### src/rtl/decode_pkg.sv
// decode_pkg: control-word layout, branch kinds and field widths shared by the decode stage
package decode_pkg;

    localparam int SHAMT_W = 5;

    typedef enum logic [2:0] {
        BR_NONE,
        BR_EQ,
        BR_NE,
        BR_LEZ,
        BR_GTZ
    } br_kind_e;

    typedef struct packed {
        logic       reg_write;
        logic       reg_dst;
        logic [1:0] alu_src;
        logic [3:0] alu_control;
        logic [2:0] jump;
        logic       mem_write;
        logic       mem_to_reg;
        br_kind_e   branch;
    } ctrl_t;

endpackage

### src/rtl/decode_hazard.sv
// decode_hazard: load-use / branch stall detection and M-stage forwarding of branch compare operands
module decode_hazard
    import decode_pkg::*;
#(
    parameter int DATA_W = 32,
    parameter int RA_W   = 5
) (
    input  logic [RA_W-1:0]   rs_i,
    input  logic [RA_W-1:0]   rt_i,
    input  logic              br_d_i,
    input  logic [DATA_W-1:0] rd1_i,
    input  logic [DATA_W-1:0] rd2_i,
    input  logic              valid_e_i,
    input  logic              reg_write_e_i,
    input  logic              mem_to_reg_e_i,
    input  logic [RA_W-1:0]   dst_e_i,
    input  logic              reg_write_m_i,
    input  logic              mem_to_reg_m_i,
    input  logic [RA_W-1:0]   dst_m_i,
    input  logic [DATA_W-1:0] alu_out_m_i,
    output logic              stall_o,
    output logic [DATA_W-1:0] cmp_a_o,
    output logic [DATA_W-1:0] cmp_b_o
);

    logic hit_e, hit_m;

    always_comb begin
        hit_e   = (dst_e_i != '0) && (dst_e_i == rs_i || dst_e_i == rt_i);
        hit_m   = (dst_m_i != '0) && (dst_m_i == rs_i || dst_m_i == rt_i);
        // a loaded value in M is not ready for the branch compare until it leaves M
        stall_o = (valid_e_i & mem_to_reg_e_i & hit_e)
                | (valid_e_i & reg_write_e_i & br_d_i & hit_e)
                | (mem_to_reg_m_i & br_d_i & hit_m);
        cmp_a_o = (reg_write_m_i && dst_m_i != '0 && dst_m_i == rs_i) ? alu_out_m_i : rd1_i;
        cmp_b_o = (reg_write_m_i && dst_m_i != '0 && dst_m_i == rt_i) ? alu_out_m_i : rd2_i;
    end

endmodule

### src/rtl/decode_pipe.sv
// decode_pipe: decode stage with early branch resolution, hazard stalling and the D->E pipeline register
module decode_pipe
    import decode_pkg::*;
#(
    parameter int  DATA_W = 32,
    parameter int  REG_N  = 32,
    parameter int  CNT_W  = 16,
    localparam int RA_W   = $clog2(REG_N)
) (
    input  logic               clk_i,
    input  logic               rst_i,
    input  logic               valid_d_i,
    output logic               ready_d_o,
    input  logic [31:0]        instr_d_i,
    input  logic [DATA_W-1:0]  pc_plus_4_d_i,
    input  ctrl_t              ctrl_d_i,
    input  logic [DATA_W-1:0]  rd1_d_i,
    input  logic [DATA_W-1:0]  rd2_d_i,
    input  logic               reg_write_m_i,
    input  logic               mem_to_reg_m_i,
    input  logic [RA_W-1:0]    dst_m_i,
    input  logic [DATA_W-1:0]  alu_out_m_i,
    input  logic               ready_e_i,
    input  logic               flush_e_i,
    output logic               pc_src_d_o,
    output logic [DATA_W-1:0]  pc_branch_d_o,
    output logic               valid_e_o,
    output ctrl_t              ctrl_e_o,
    output logic [DATA_W-1:0]  reg_data_1_e_o,
    output logic [DATA_W-1:0]  reg_data_2_e_o,
    output logic [RA_W-1:0]    rs_e_o,
    output logic [RA_W-1:0]    rt_e_o,
    output logic [RA_W-1:0]    rd_e_o,
    output logic [SHAMT_W-1:0] shamt_e_o,
    output logic [DATA_W-1:0]  sign_imm_e_o,
    output logic [CNT_W-1:0]   stall_cnt_o
);

    typedef struct packed {
        ctrl_t              ctrl;
        logic [DATA_W-1:0]  rd1;
        logic [DATA_W-1:0]  rd2;
        logic [RA_W-1:0]    rs;
        logic [RA_W-1:0]    rt;
        logic [RA_W-1:0]    rd;
        logic [SHAMT_W-1:0] shamt;
        logic [DATA_W-1:0]  imm;
    } e_reg_t;

    e_reg_t            e_q, e_d, e_new;
    logic              valid_e_q, valid_e_d;
    logic [CNT_W-1:0]  stall_cnt_q, stall_cnt_d;
    logic [RA_W-1:0]   dst_e;
    logic [DATA_W-1:0] cmp_a, cmp_b;
    logic              stall, fire, a_lez, taken;
    logic              unused_opcode;

    assign unused_opcode = ^{instr_d_i[31:26], instr_d_i[5:0]};

    always_comb begin
        e_new.ctrl  = ctrl_d_i;
        e_new.rd1   = rd1_d_i;
        e_new.rd2   = rd2_d_i;
        e_new.rs    = RA_W'(instr_d_i[25:21]);
        e_new.rt    = RA_W'(instr_d_i[20:16]);
        e_new.rd    = RA_W'(instr_d_i[15:11]);
        e_new.shamt = instr_d_i[10:6];
        e_new.imm   = {{(DATA_W-16){instr_d_i[15]}}, instr_d_i[15:0]};
        dst_e       = e_q.ctrl.reg_dst ? e_q.rd : e_q.rt;
    end

    decode_hazard #(.DATA_W(DATA_W), .RA_W(RA_W)) u_hazard (
        .rs_i           (e_new.rs),
        .rt_i           (e_new.rt),
        .br_d_i         (ctrl_d_i.branch != BR_NONE),
        .rd1_i          (rd1_d_i),
        .rd2_i          (rd2_d_i),
        .valid_e_i      (valid_e_q),
        .reg_write_e_i  (e_q.ctrl.reg_write),
        .mem_to_reg_e_i (e_q.ctrl.mem_to_reg),
        .dst_e_i        (dst_e),
        .reg_write_m_i  (reg_write_m_i),
        .mem_to_reg_m_i (mem_to_reg_m_i),
        .dst_m_i        (dst_m_i),
        .alu_out_m_i    (alu_out_m_i),
        .stall_o        (stall),
        .cmp_a_o        (cmp_a),
        .cmp_b_o        (cmp_b)
    );

    always_comb begin
        ready_d_o     = ~stall & (ready_e_i | ~valid_e_q);
        fire          = valid_d_i & ready_d_o;
        a_lez         = cmp_a[DATA_W-1] | ~|cmp_a;
        taken         = (ctrl_d_i.branch == BR_EQ)  ? cmp_a == cmp_b :
                        (ctrl_d_i.branch == BR_NE)  ? cmp_a != cmp_b :
                        (ctrl_d_i.branch == BR_LEZ) ? a_lez :
                        (ctrl_d_i.branch == BR_GTZ) & ~a_lez;
        pc_src_d_o    = fire & taken;
        pc_branch_d_o = pc_plus_4_d_i + {e_new.imm[DATA_W-3:0], 2'b00};
        valid_e_d     = flush_e_i ? 1'b0 : fire ? 1'b1 : ~ready_e_i & valid_e_q;
        e_d           = (~flush_e_i & fire) ? e_new : e_q;
        stall_cnt_d   = stall_cnt_q + CNT_W'(valid_d_i & stall & ~&stall_cnt_q);
    end

    always_ff @(posedge clk_i) begin
        if (rst_i) begin
            valid_e_q   <= 1'b0;
            e_q         <= '0;
            stall_cnt_q <= '0;
        end else begin
            valid_e_q   <= valid_e_d;
            e_q         <= e_d;
            stall_cnt_q <= stall_cnt_d;
        end
    end

    assign valid_e_o      = valid_e_q;
    assign ctrl_e_o       = e_q.ctrl;
    assign reg_data_1_e_o = e_q.rd1;
    assign reg_data_2_e_o = e_q.rd2;
    assign rs_e_o         = e_q.rs;
    assign rt_e_o         = e_q.rt;
    assign rd_e_o         = e_q.rd;
    assign shamt_e_o      = e_q.shamt;
    assign sign_imm_e_o   = e_q.imm;
    assign stall_cnt_o    = stall_cnt_q;

endmodule

### config.mk
export PLATFORM = sky130hd
export DESIGN_NAME = decode_pipe
export DESIGN_NICKNAME = d
export VERILOG_FILES = /design/src/rtl/decode_pkg.sv /design/src/rtl/decode_hazard.sv /design/src/rtl/decode_pipe.sv
export SDC_FILE = /design/constraint.sdc
export NUM_CORES = 1
export LEC_CHECK = 0
export ABC_AREA = 0
export BUFFER_PORTS_ARGS = -buffer_cell sky130_fd_sc_hd__buf_4
export CAP_MARGIN = 20
export CELL_PAD_IN_SITES_DETAIL_PLACEMENT = 1
export CELL_PAD_IN_SITES_GLOBAL_PLACEMENT = 2
export CORE_MARGIN = 1
export CORE_UTILIZATION = 24
export DETAILED_ROUTE_END_ITERATION = 16
export PLACE_DENSITY = 0.89
export SETUP_SLACK_MARGIN = 0.05
export SYNTH_ARGS = -nofsm -noshare
export SYNTH_HDL_FRONTEND = slang
export SYNTH_HIERARCHICAL = 1
export SYNTH_SLANG_ARGS = --single-unit
export TNS_END_PERCENT = 30
### constraint.sdc
create_clock -name clk_i -period 3.15 [get_ports clk_i]
set_clock_uncertainty 0.2 [all_clocks]
set_input_delay 0 -clock clk_i [delete_from_list [all_inputs] [get_ports clk_i]]
set_output_delay 0 -clock clk_i [all_outputs]
set_load 0.01 [all_outputs]
# Word-level counts from Yosys, hierarchy flattened
# Cells that the tools add are included.
op_classes:
  add_sub_neg: 2
  eq_ne: 10
  n_mux: 7
  bitwise_logic: 24
  reduce_logical: 15
op_table:
  columns: ["operator", "count"]
  rows:
  - ["$mux W32", 2]
  - ["$add A32 B32 Y32", 1]
  - ["$eq A32 B32 Y1", 1]
  - ["$ne A32 B32 Y1", 1]
  - ["$reduce_or A32 Y1", 1]
  - ["$eq A5 B5 Y1", 4]
  - ["$add A16 B1 Y16", 1]
  - ["$reduce_and A16 Y1", 1]
  - ["$and A1 B1 Y1", 15]
  - ["$reduce_bool A5 Y1", 2]
  - ["$eq A3 B2 Y1 const B", 2]
  - ["$logic_and A1 B1 Y1", 5]
  - ["$mux W5", 1]
  - ["$not A1 Y1", 5]
  - ["$mux W1", 4]
  - ["$or A1 B1 Y1", 4]
  - ["$eq A3 B1 Y1 const B", 1]
  - ["$eq A3 B3 Y1 const B", 1]
  - ["$reduce_bool A3 Y1", 1]
  - ["$logic_not A1 Y1", 2]
  - ["$logic_or A1 B1 Y1", 2]
  - ["$reduce_or A2 Y1", 1]
word_totals:
  ff_bits: 133
  input_bits: 188
  output_inout_bits: 183
  wordCells: 75

# Depth between registers and ports, before layout
# Gate-level depths: netlist (run 1).
logic_depth:
  depth_word: 13
  ltp_mapped: 16
  mapped_depth_nobuf: 14

# By module
# The synthesis (run 1) kept the hierarchy.
modules_own_cells:
  columns: ["module", "instances", "cells_per_inst", "area_per_inst_um2", "seq_area_each_um2"]
  rows:
  - ["decode_pipe", 1, 899, 6884.1, 2462.4]
  - ["decode_hazard", 1, 110, 1376.3, 0.0]

# Worst setup path before layout (run 1)
# OpenSTA, ideal clock, no wires.
synth_timing:
  path_kind: "register to register"
  startpoint: "register e_q (netlist bit ctrl_e_o[14])"
  endpoint: "register e_q (netlist bit ctrl_e_o[0])"
  setup_ps: 132
  t_arrival_ps: 2943
  required_ps: 2818
  path_slack_ps: -125
  path_stages_with_launch: 14
  n_path_buf: 4
  synth_period_minus_slack_ps: 3275
  cell_sequence: "dfxtp_1 -> clkbuf_1 -> mux2_2 -> or4_1 -> o211ai_1 -> o21ai_0 -> nor2b_1 -> nand2_1 -> or2_1 -> buf_2 -> buf_2 -> buf_1 -> nand2_1 -> a21oi_1"
synth_via:
  elab_chain_cells: 11
  word_cells_on_any_way: 14
  cone_classes: "eq/ne (2); mux (1); bitwise (8); reduce/logical (3)"
synth_rtl:
  columns: ["element", "line_no", "rtl"]
  rows:
  - ["from (decl)", "decode_pipe.sv:50", "e_reg_t e_q, e_d, e_new;"]
  - ["from (signal assigned)", "decode_pipe.sv:109", "e_q <= '0;"]
  - ["from (signal assigned)", "decode_pipe.sv:113", "e_q <= e_d;"]
  - ["$mux W5 *", "decode_pipe.sv:69", "dst_e = e_q.ctrl.reg_dst ? e_q.rd : e_q.rt;"]
  - ["via dst_e[0]", "decode_pipe.sv:53", "logic [RA_W-1:0] dst_e;"]
  - ["$eq A5 B5 Y1", "decode_hazard.sv:29", "hit_e = (dst_e_i != '0) && (dst_e_i == rs_i || dst_e_i == rt_i);"]
  - ["$logic_or A1 B1 Y1", "decode_hazard.sv:29", null]
  - ["$logic_and A1 B1 Y1 *", "decode_hazard.sv:29", null]
  - ["$and A1 B1 Y1, on equally long branches", "decode_hazard.sv:32, decode_hazard.sv:33", null]
  - ["$or A1 B1 Y1 *", "decode_hazard.sv:33", "| (valid_e_i & reg_write_e_i & br_d_i & hit_e)"]
  - ["$or A1 B1 Y1 *", "decode_hazard.sv:34", "| (mem_to_reg_m_i & br_d_i & hit_m);"]
  - ["via stall", "decode_pipe.sv:55", "logic stall, fire, a_lez, taken;"]
  - ["$not A1 Y1 *", "decode_pipe.sv:92", "ready_d_o = ~stall & (ready_e_i | ~valid_e_q);"]
  - ["$and A1 B1 Y1 *", "decode_pipe.sv:92", null]
  - ["via ready_d_o", "decode_pipe.sv:13", "output logic ready_d_o,"]
  - ["$and A1 B1 Y1 *", "decode_pipe.sv:93", "fire = valid_d_i & ready_d_o;"]
  - ["$and A1 B1 Y1 *", "decode_pipe.sv:102", "e_d = (~flush_e_i & fire) ? e_new : e_q;"]
# Mark *: on every way through the listed nets, which the timed path passes. The rest lies on a longest branch.
# A chain may end at the register's enable or synchronous reset.

# Worst setup path in the final report (run 1)
layout_timing:
  startpoint: "input dst_m_i[0]"
  endpoint: "output pc_src_d_o"
layout_via:
  elab_chain_cells: 13
  word_cells_on_any_way: 26
  cone_classes: "eq/ne (4); mux (5); bitwise (9); reduce/logical (8)"
layout_rtl:
  columns: ["element", "line_no", "rtl"]
  rows:
  - ["from (decl)", "decode_pipe.sv:21", "input logic [RA_W-1:0] dst_m_i,"]
  - ["$reduce_bool A5 Y1", "decode_hazard.sv:35", "cmp_a_o = (reg_write_m_i && dst_m_i != '0 && dst_m_i == rs_i) ? alu_out_m_i : rd1_i;"]
  - ["$logic_and A1 B1 Y1", "decode_hazard.sv:35", null]
  - ["$logic_and A1 B1 Y1 *", "decode_hazard.sv:35", null]
  - ["$mux W32 *", "decode_hazard.sv:35", null]
  - ["via cmp_a[8]", "decode_pipe.sv:54", "logic [DATA_W-1:0] cmp_a, cmp_b;"]
  - ["$reduce_or A32 Y1", "decode_pipe.sv:94", "a_lez = cmp_a[DATA_W-1] | ~|cmp_a;"]
  - ["$logic_not A1 Y1", "decode_pipe.sv:94", null]
  - ["$or A1 B1 Y1", "decode_pipe.sv:94", null]
  - ["$not A1 Y1", "decode_pipe.sv:98", "(ctrl_d_i.branch == BR_GTZ) & ~a_lez;"]
  - ["$and A1 B1 Y1", "decode_pipe.sv:98", null]
  - ["$mux W1", "decode_pipe.sv:97", "(ctrl_d_i.branch == BR_LEZ) ? a_lez :"]
  - ["$mux W1", "decode_pipe.sv:96", "(ctrl_d_i.branch == BR_NE) ? cmp_a != cmp_b :"]
  - ["$mux W1 *", "decode_pipe.sv:95", "taken = (ctrl_d_i.branch == BR_EQ) ? cmp_a == cmp_b :"]
  - ["$and A1 B1 Y1 *", "decode_pipe.sv:99", "pc_src_d_o = fire & taken;"]
  - ["to (decl)", "decode_pipe.sv:25", "output logic pc_src_d_o,"]
# Marked as above.

==> metrics.txt, run 1 <==
result of the run finished, final reports clean; maximum cell stage delay along the critical path ~0.34 ns; most numerous cell on the critical path sky130_fd_sc_hd__buf_4; Syn Std Cell Area just over 8000 sq um; critical path arrival 2.87 ns; source of the worst hold timing path pc_plus_4_d_i[2]; IO Count approximately 370; most common library cell in the layout ignoring fill and taps sky130_fd_sc_hd__buf_4; clock root buffer sky130_fd_sc_hd__clkbuf_16; CTS H-tree depth 4; half-perimeter wire length of the detailed placement result roughly 27000 um; CTS tree done; # setup viols final 0; routed wire length about 37000 um; number of distinct standard cells referenced by the synthesized netlist 67; switching power share of the total about 30%; GRT overflow 0; area growth from synthesis to layout 62.25%; worst hold path stage count 3; vias 9184; vias in the first global route approximately 9.6k; clock share of power about 40%; post-synthesis sequential area ratio between 20 and 30%; register-to-register path setup slack between 0.1 and 0.15 ns; LEAKAGE a little under 0.006 uW; remaining design rule violation count 0; most used flip-flop cell after synthesis sky130_fd_sc_hd__dfxtp_1; Wirelength per Cell 19.39 um; cell family with the largest share of critical-path delay simple AND/OR/NAND/NOR gates; worst path cell trace buf_4, xnor2_1, nand3_1, nor3_2, and3_4, buf_12, buf_4, mux2_4, xnor2_1, nand4_1, nor4_4, a2111oi_2, a41oi_2, a21oi_1, buf_4; unrepaired setup endpoints after global routing yes; count of nets left with antenna violations after detail routing 0; Placed Cells incl. Taps roughly 1.8k; required time of the critical path 2.95 ns; die area roughly 35000 sq um; worst-case vdd ir drop roughly 0.35 mV; Syn Nets roughly 1.2k; Site Rows 67; critical path startpoint category input pin; initial antenna violation count 2; global placement routability congestion about 0.87; Critical path buffers and inverters 4; Sw Pwr between 1500 and 2000 uW; fraction of layout instances using a drive strength above 1 36.63%; worst slew pin tran ~0.73 ns; most frequent cells in the layout 386 x sky130_fd_sc_hd__buf_4, 242 x sky130_fd_sc_hd__nand2_1, 136 x sky130_fd_sc_hd__a21oi_1; final cycle utilization of the critical path between 90% and 100%; Critical Path Sink Type output port; count of input and output buffers 360; Hold Path Sink pc_branch_d_o[2]; path type of the worst setup path in -> out; total power density per cell area slightly above 400 nW/um^2; global-route usage over all layers ~21%; Worst-Skew Late Latency between 0.4 and 0.5 ns; first-pass iteration count of the detailed router 4; Die Ht about 190 um; worst rel slew slack around half; clock net sink count around 120; startpoint of the worst-slack reg-to-reg timing path ctrl_e_o[14]$_SDFFE_PP0P_; Slowest-stage cell, CP sky130_fd_sc_hd__nor4_4; number of max-slew violations in the final report 0; launching instance or port of the critical path dst_m_i[0]; average cell area after synthesis 8.187 sq um; Post-synth ARST share 0%; final hold viol count 0; Core Region between 30000 and 40000 sq um; max-capacitance violation count 0; Synth Warn # 6; cells on worst reg2reg path 12; Synth Register Bits around 120; Starting Density between 20% and 30%; clock buffer count from CTS 17; f_max 326.0 MHz; Reg2Reg Capture Point stall_cnt_o[10]$_SDFF_PP0_; path class of the lowest-slack min-delay path in -> out; pin count of the biggest net entering global routing 66; DR iter-0 viols about 330; utilization after layout roughly two fifths; largest driver fanout on the critical path 14; Cells after Synth 1009; count of placed standard cells in the final layout, fillers left out about 1.9k; sequential share of power between 30% and 40%; first-pass GRT wire length 56220 um; Power Internal about 3800 uW; Die W between 150 and 200 um; combinational power share a little under 30%; vias per inst 4.793; number of enable flip-flop cells after synthesis 0; number of nets at the end of the flow around 1.7k; Max Buffers Root-to-Sink 2; minimum clock period after layout a little over 3 ns
[power by group through the flow]
stage | combinational, uW | clock [uW] | sequential [uW]
2_1_floorplan | 727 | 0 | 1720
3_3_place_gp | 1430 | 0 | 1700
3_5_place_dp | 1440 | 0 | 1700
4_1_cts | 1580 | 2230 | 1660
5_1_grt | 1730 | 2290 | 1670
6_report | 1620 | 2160 | 1670
[registers in the layout, summed over array words and instances, names as in the netlist]
name and flops:
valid_e_o 1, stall_cnt_o 16, ctrl_e_o 16, rd_e_o 5, sign_imm_e_o 7, rt_e_o 5, reg_data_2_e_o 32, shamt_e_o 4
reg_data_1_e_o 32, rs_e_o 5
[stage by stage]
stage	hold WS (ns)	power [uW]	TNS, ns	setup WS (ns)	instance area [sq um]
4_1_cts	0.09905	5473	0	0.04137	13190
2_1_floorplan	-0.1215	2452	0	0.05888	8273
5_1_grt	0.1088	5698	-0.04237	-0.04237	13400
6_report	0.09649	5447	0	0.08279	13400
3_5_place_dp	-0.1999	3144	-0.1291	-0.1291	11320
3_3_place_gp	-0.1999	3122	-0.04099	-0.04099	11320
[synth_stat cells, types with 4 or more instances]
cell type                   count  area share [%]
sky130_fd_sc_hd__a21oi_1      136             8.2
sky130_fd_sc_hd__inv_1         12            0.55
sky130_fd_sc_hd__mux2_2        11             1.5
sky130_fd_sc_hd__o21ai_0       20             1.2
sky130_fd_sc_hd__clkbuf_1      31             1.4
sky130_fd_sc_hd__nand4_1       18             1.4
sky130_fd_sc_hd__nor2_1        33             1.5
sky130_fd_sc_hd__a211oi_1       5            0.45
sky130_fd_sc_hd__o211ai_1       5            0.45
sky130_fd_sc_hd__nor4_1        11            0.83
sky130_fd_sc_hd__nand3_1       15            0.91
sky130_fd_sc_hd__xnor2_1       61             6.5
sky130_fd_sc_hd__a31oi_1        6            0.45
sky130_fd_sc_hd__mux2_4        60              11
sky130_fd_sc_hd__buf_12         6             1.5
sky130_fd_sc_hd__a21o_1        12             1.1
sky130_fd_sc_hd__o21bai_1       4            0.36
sky130_fd_sc_hd__o2111ai_1      5            0.53
sky130_fd_sc_hd__dfxtp_1      123              30
sky130_fd_sc_hd__nor3_1        10            0.61
sky130_fd_sc_hd__buf_2         18             1.1
sky130_fd_sc_hd__and4_1         4            0.42
sky130_fd_sc_hd__nor2b_1        7            0.53
sky130_fd_sc_hd__and3_1         7            0.53
sky130_fd_sc_hd__ha_1          31             4.7
sky130_fd_sc_hd__nand2_1      243              11
sky130_fd_sc_hd__nand2b_1       6            0.45
sky130_fd_sc_hd__xor2_1        27             2.9
sky130_fd_sc_hd__buf_4         28             2.5
[worst reg2reg max path, cell delays in order, from the launching register on]
cell                       delay, ns
sky130_fd_sc_hd__dfxtp_4        0.40
sky130_fd_sc_hd__mux2_4         0.34
sky130_fd_sc_hd__or4_4          0.53
sky130_fd_sc_hd__o211ai_1       0.21
sky130_fd_sc_hd__o21ai_1        0.14
sky130_fd_sc_hd__nand2_1        0.10
sky130_fd_sc_hd__nor2_1         0.04
sky130_fd_sc_hd__ha_2           0.19
sky130_fd_sc_hd__ha_2           0.18
sky130_fd_sc_hd__and3_4         0.20
sky130_fd_sc_hd__nand3_1        0.11
sky130_fd_sc_hd__xor2_1         0.18
sky130_fd_sc_hd__nor2_1         0.05
[cell type report]
| type | count | area, sq um |
|---|---|---|
| clock buffer | 18 | 439.2 |
| sequential | 123 | 2466 |
| multi-input combinational | 788 | 5391 |
| tap | 448 | 560.5 |
| clock inverter | 13 | 192.7 |
| fill | 4065 | 20300 |
| timing repair buffer | 512 | 4303 |
| antenna | 2 | 5.005 |
| inverter | 12 | 45.04 |
[cells by family after synthesis]
logic type,share of synthesized area [%]
compound gates,15.89
xor+xnor,9.331
fa+ha+maj,4.938
buf+inv,7.361
flops,29.81
mux,12.53
simple gates,20.15
[timing repair]
action                                  in CTS  in global routing
cloned                                       2                  0
endpoints found under the setup margin       6                120
hold buffers                               113                  0
resized for setup                            9                 31
pin swaps                                    2                 15
setup buffers                                1                  5
hold endpoints to repair                   125                  0
[worst max-delay path by stage]
stage                                       to  slack [ns]  depth (start not counted)
2_1_floorplan  reg_data_2_e_o[10]$_SDFFE_PP0P_        0.06                         13
3_3_place_gp                        pc_src_d_o       -0.04                         14
3_5_place_dp                        pc_src_d_o       -0.13                         15
4_1_cts                             pc_src_d_o        0.04                         15
5_1_grt                             pc_src_d_o       -0.04                         15
6_report                            pc_src_d_o        0.08                         15
[layer usage]
| metal | track usage [%] | wire length (um) |
|---|---|---|
| met1 | 24.42 | 15450 |
| met2 | 36.70 | 18520 |
| met3 | 3.912 | 2101 |
| met4 | 7.974 | 1085 |
| met5 | 0 | 0 |
Note: power is estimated with default switching activity, not from simulation.
==> inputs of run 2 (changes only) <==
- PLACE_DENSITY: 0.89 -> not set
- PLACE_DENSITY_LB_ADDON: not set -> 0.1
==> run 2 against run 1 <==
Hold slack better by 0.0031 ns. Clock power increased by 4%. Count of clock-buffer cells in the layout is 1 higher. Largest cell class unchanged. Largest power group unchanged. Highest routed layer unchanged.
==> metrics.txt, run 2 (synthesized netlist as in run 1, its figures left out) <==
result of the run finished, final reports clean; vias 8820 (-4.0%); GRT overflow 0 (unchanged); final design instance area without fill 13300 sq um (-0.74%); path class of the lowest-slack min-delay path in -> out; pin count of the biggest net entering global routing 124 (+88%); count of input and output buffers 360 (unchanged); required time of the critical path 2.95 ns (about the same); final hold viol count 0 (unchanged); register-to-register path setup slack 0.17 ns (+0.03 ns); clock root buffer sky130_fd_sc_hd__clkbuf_16; final-layout fill cell count 4042 (-0.57%); Clk pin slew, worst setup/hold paths ~0.06 ns; CTS tree done; unrepaired setup endpoints after global routing yes; Critical Path Sink Type output port; clock net sink count 123 (unchanged); path type of the worst setup path reg -> out; post-detailed-placement cell area 11230 sq um (-0.77%); Die W 187.5 um (unchanged); first-pass GRT wire length 53140 um (-5.5%); Max Buffers Root-to-Sink 2 (unchanged); IO Count 371 (unchanged); minimum clock period after layout 3.006 ns (-0.06116 ns); worst-case vdd ir drop 0.3632 mV (+2.7%); fraction of layout instances using a drive strength above 1 36.35% (-0.28 points); Worst-Skew Late Latency 0.43 ns (about the same); # setup viols final 0 (unchanged); total power density per cell area 411.8 nW/um^2 (+1.3%); Starting Density 24.51% (unchanged); worst slew pin tran 0.6606 ns (-0.06759 ns); Die Ht 187.5 um (unchanged); worst rel slew slack 55.96% (+4.5 points); global-route usage over all layers 19.38% (-1.3 points); first-pass iteration count of the detailed router 4 (unchanged); most frequent cells in the layout 378 x sky130_fd_sc_hd__buf_4, 242 x sky130_fd_sc_hd__nand2_1, 134 x sky130_fd_sc_hd__a21oi_1; vias in the first global route 8972 (-6.7%); routed wire length 35430 um (-4.7%); final cycle utilization of the critical path 95.43% (-1.9 points); count of placed standard cells in the final layout, fillers left out 1907 (-0.47%); Placed Cells incl. Taps 1752 (-0.57%); global placement routability congestion 0.7908 (-9.2%); f_max 332.7 MHz (+2.0%); most common library cell in the layout ignoring fill and taps sky130_fd_sc_hd__buf_4; vias per inst 4.625 (-3.5%); initial antenna violation count 1 (-1); critical path arrival 2.81 ns (-0.06 ns); Core Region 33700 sq um (unchanged); half-perimeter wire length of the detailed placement result 26330 um (-2.5%); largest driver fanout on the critical path 7 (-7); critical path startpoint category flop; remaining design rule violation count 0 (unchanged); Wirelength per Cell 18.58 um (-4.2%); number of nets at the end of the flow 1665 (-0.54%); clock buffer count from CTS 17 (unchanged); die area 35160 sq um (unchanged); CTS H-tree depth 4 (unchanged); Site Rows 67 (unchanged); LEAKAGE 0.005753 uW (-1.9%); Setup Total Neg Slack 0 ns (unchanged); DR iter-0 viols 334 (+2.1%); final total power 5479 uW (+0.58%); count of nets left with antenna violations after detail routing 0 (unchanged); number of max-slew violations in the final report 0 (unchanged); max-capacitance violation count 0 (unchanged); area growth from synthesis to layout 61.06%
[run 2: cell count changes in the layout (fill, tap and decap cells not counted), moves of 3 or more]
cell	before	now
sky130_fd_sc_hd__buf_4	386	378
sky130_fd_sc_hd__ha_2	2	7
sky130_fd_sc_hd__ha_1	29	23
sky130_fd_sc_hd__xnor2_2	8	5
sky130_fd_sc_hd__nor4_4	4	0
sky130_fd_sc_hd__xnor2_1	53	56
[run 2: final timing paths]
check                                   from                              end  cells after the start
min                         pc_plus_4_d_i[2]                 pc_branch_d_o[2]                      3
max reg2reg        ctrl_e_o[14]$_SDFFE_PP0P_        ctrl_e_o[12]$_SDFFE_PP0P_                     10
max                ctrl_e_o[14]$_SDFFE_PP0P_                       pc_src_d_o                      9
min reg2reg  reg_data_1_e_o[16]$_SDFFE_PP0P_  reg_data_1_e_o[16]$_SDFFE_PP0P_                      2
[run 2: repair_timing]
item,CTS,global route
pin swaps,0,5
cloned,0,2
hold endpoints to repair,124,0
endpoints found under the setup margin,6,80
resized for setup,2,34
hold buffers,113,0
buffers inserted,0,7
[run 2: critical path, cell delays in order, from the launching register on]
cell and delay [ns]:
sky130_fd_sc_hd__dfxtp_4 0.41, sky130_fd_sc_hd__mux2_4 0.33, sky130_fd_sc_hd__or4_1 0.52, sky130_fd_sc_hd__o211ai_1 0.21
sky130_fd_sc_hd__o21ai_1 0.12, sky130_fd_sc_hd__nor2b_1 0.18, sky130_fd_sc_hd__nand2_2 0.13, sky130_fd_sc_hd__buf_4 0.17
sky130_fd_sc_hd__a21oi_1 0.14, sky130_fd_sc_hd__buf_4 0.16
[run 2: final cells by class]
cell class	count	area (sq um)	area share, %
Timing Repair Buffer	503	4219	31.71
Multi-Input combinational cell	788	5351	40.22
Sequential cell	123	2466	18.54
Clock inverter	13	216.5	1.627
Tap cell	448	560.5	4.213
Clock buffer	19	442.9	3.329
Antenna cell	1	2.502	0.01881
Inverter	12	45.04	0.3386
[run 2: per-stage QoR]
step	hold WS (ns)	setup WS (ns)	utilization, %
global placement	-0.1999	0.04927	33.33
finish	0.09957	0.1439	39.48
detailed placement	-0.1999	0.02180	33.33
CTS	0.1019	0.04710	38.65
global route	0.1218	0.004706	39.48
floorplan	-0.1215	0.05888	-
[run 2: power by group]
| group | total (uW) | internal, uW | leakage, uW | switching, uW |
|---|---|---|---|---|
| combinational | 1570 | 809 | 0.00444 | 765 |
| clock | 2240 | 1430 | 0.000310 | 809 |
| sequential | 1660 | 1620 | 0.00100 | 41.3 |
[run 2: metal layers]
layer	wire, um	share of wire [%]	global-route usage [%]
met3	1278	3.6	3.500
met5	0	0	0
met2	17180	48	32.81
met1	16430	46	25.08
met4	536	1.5	5.347
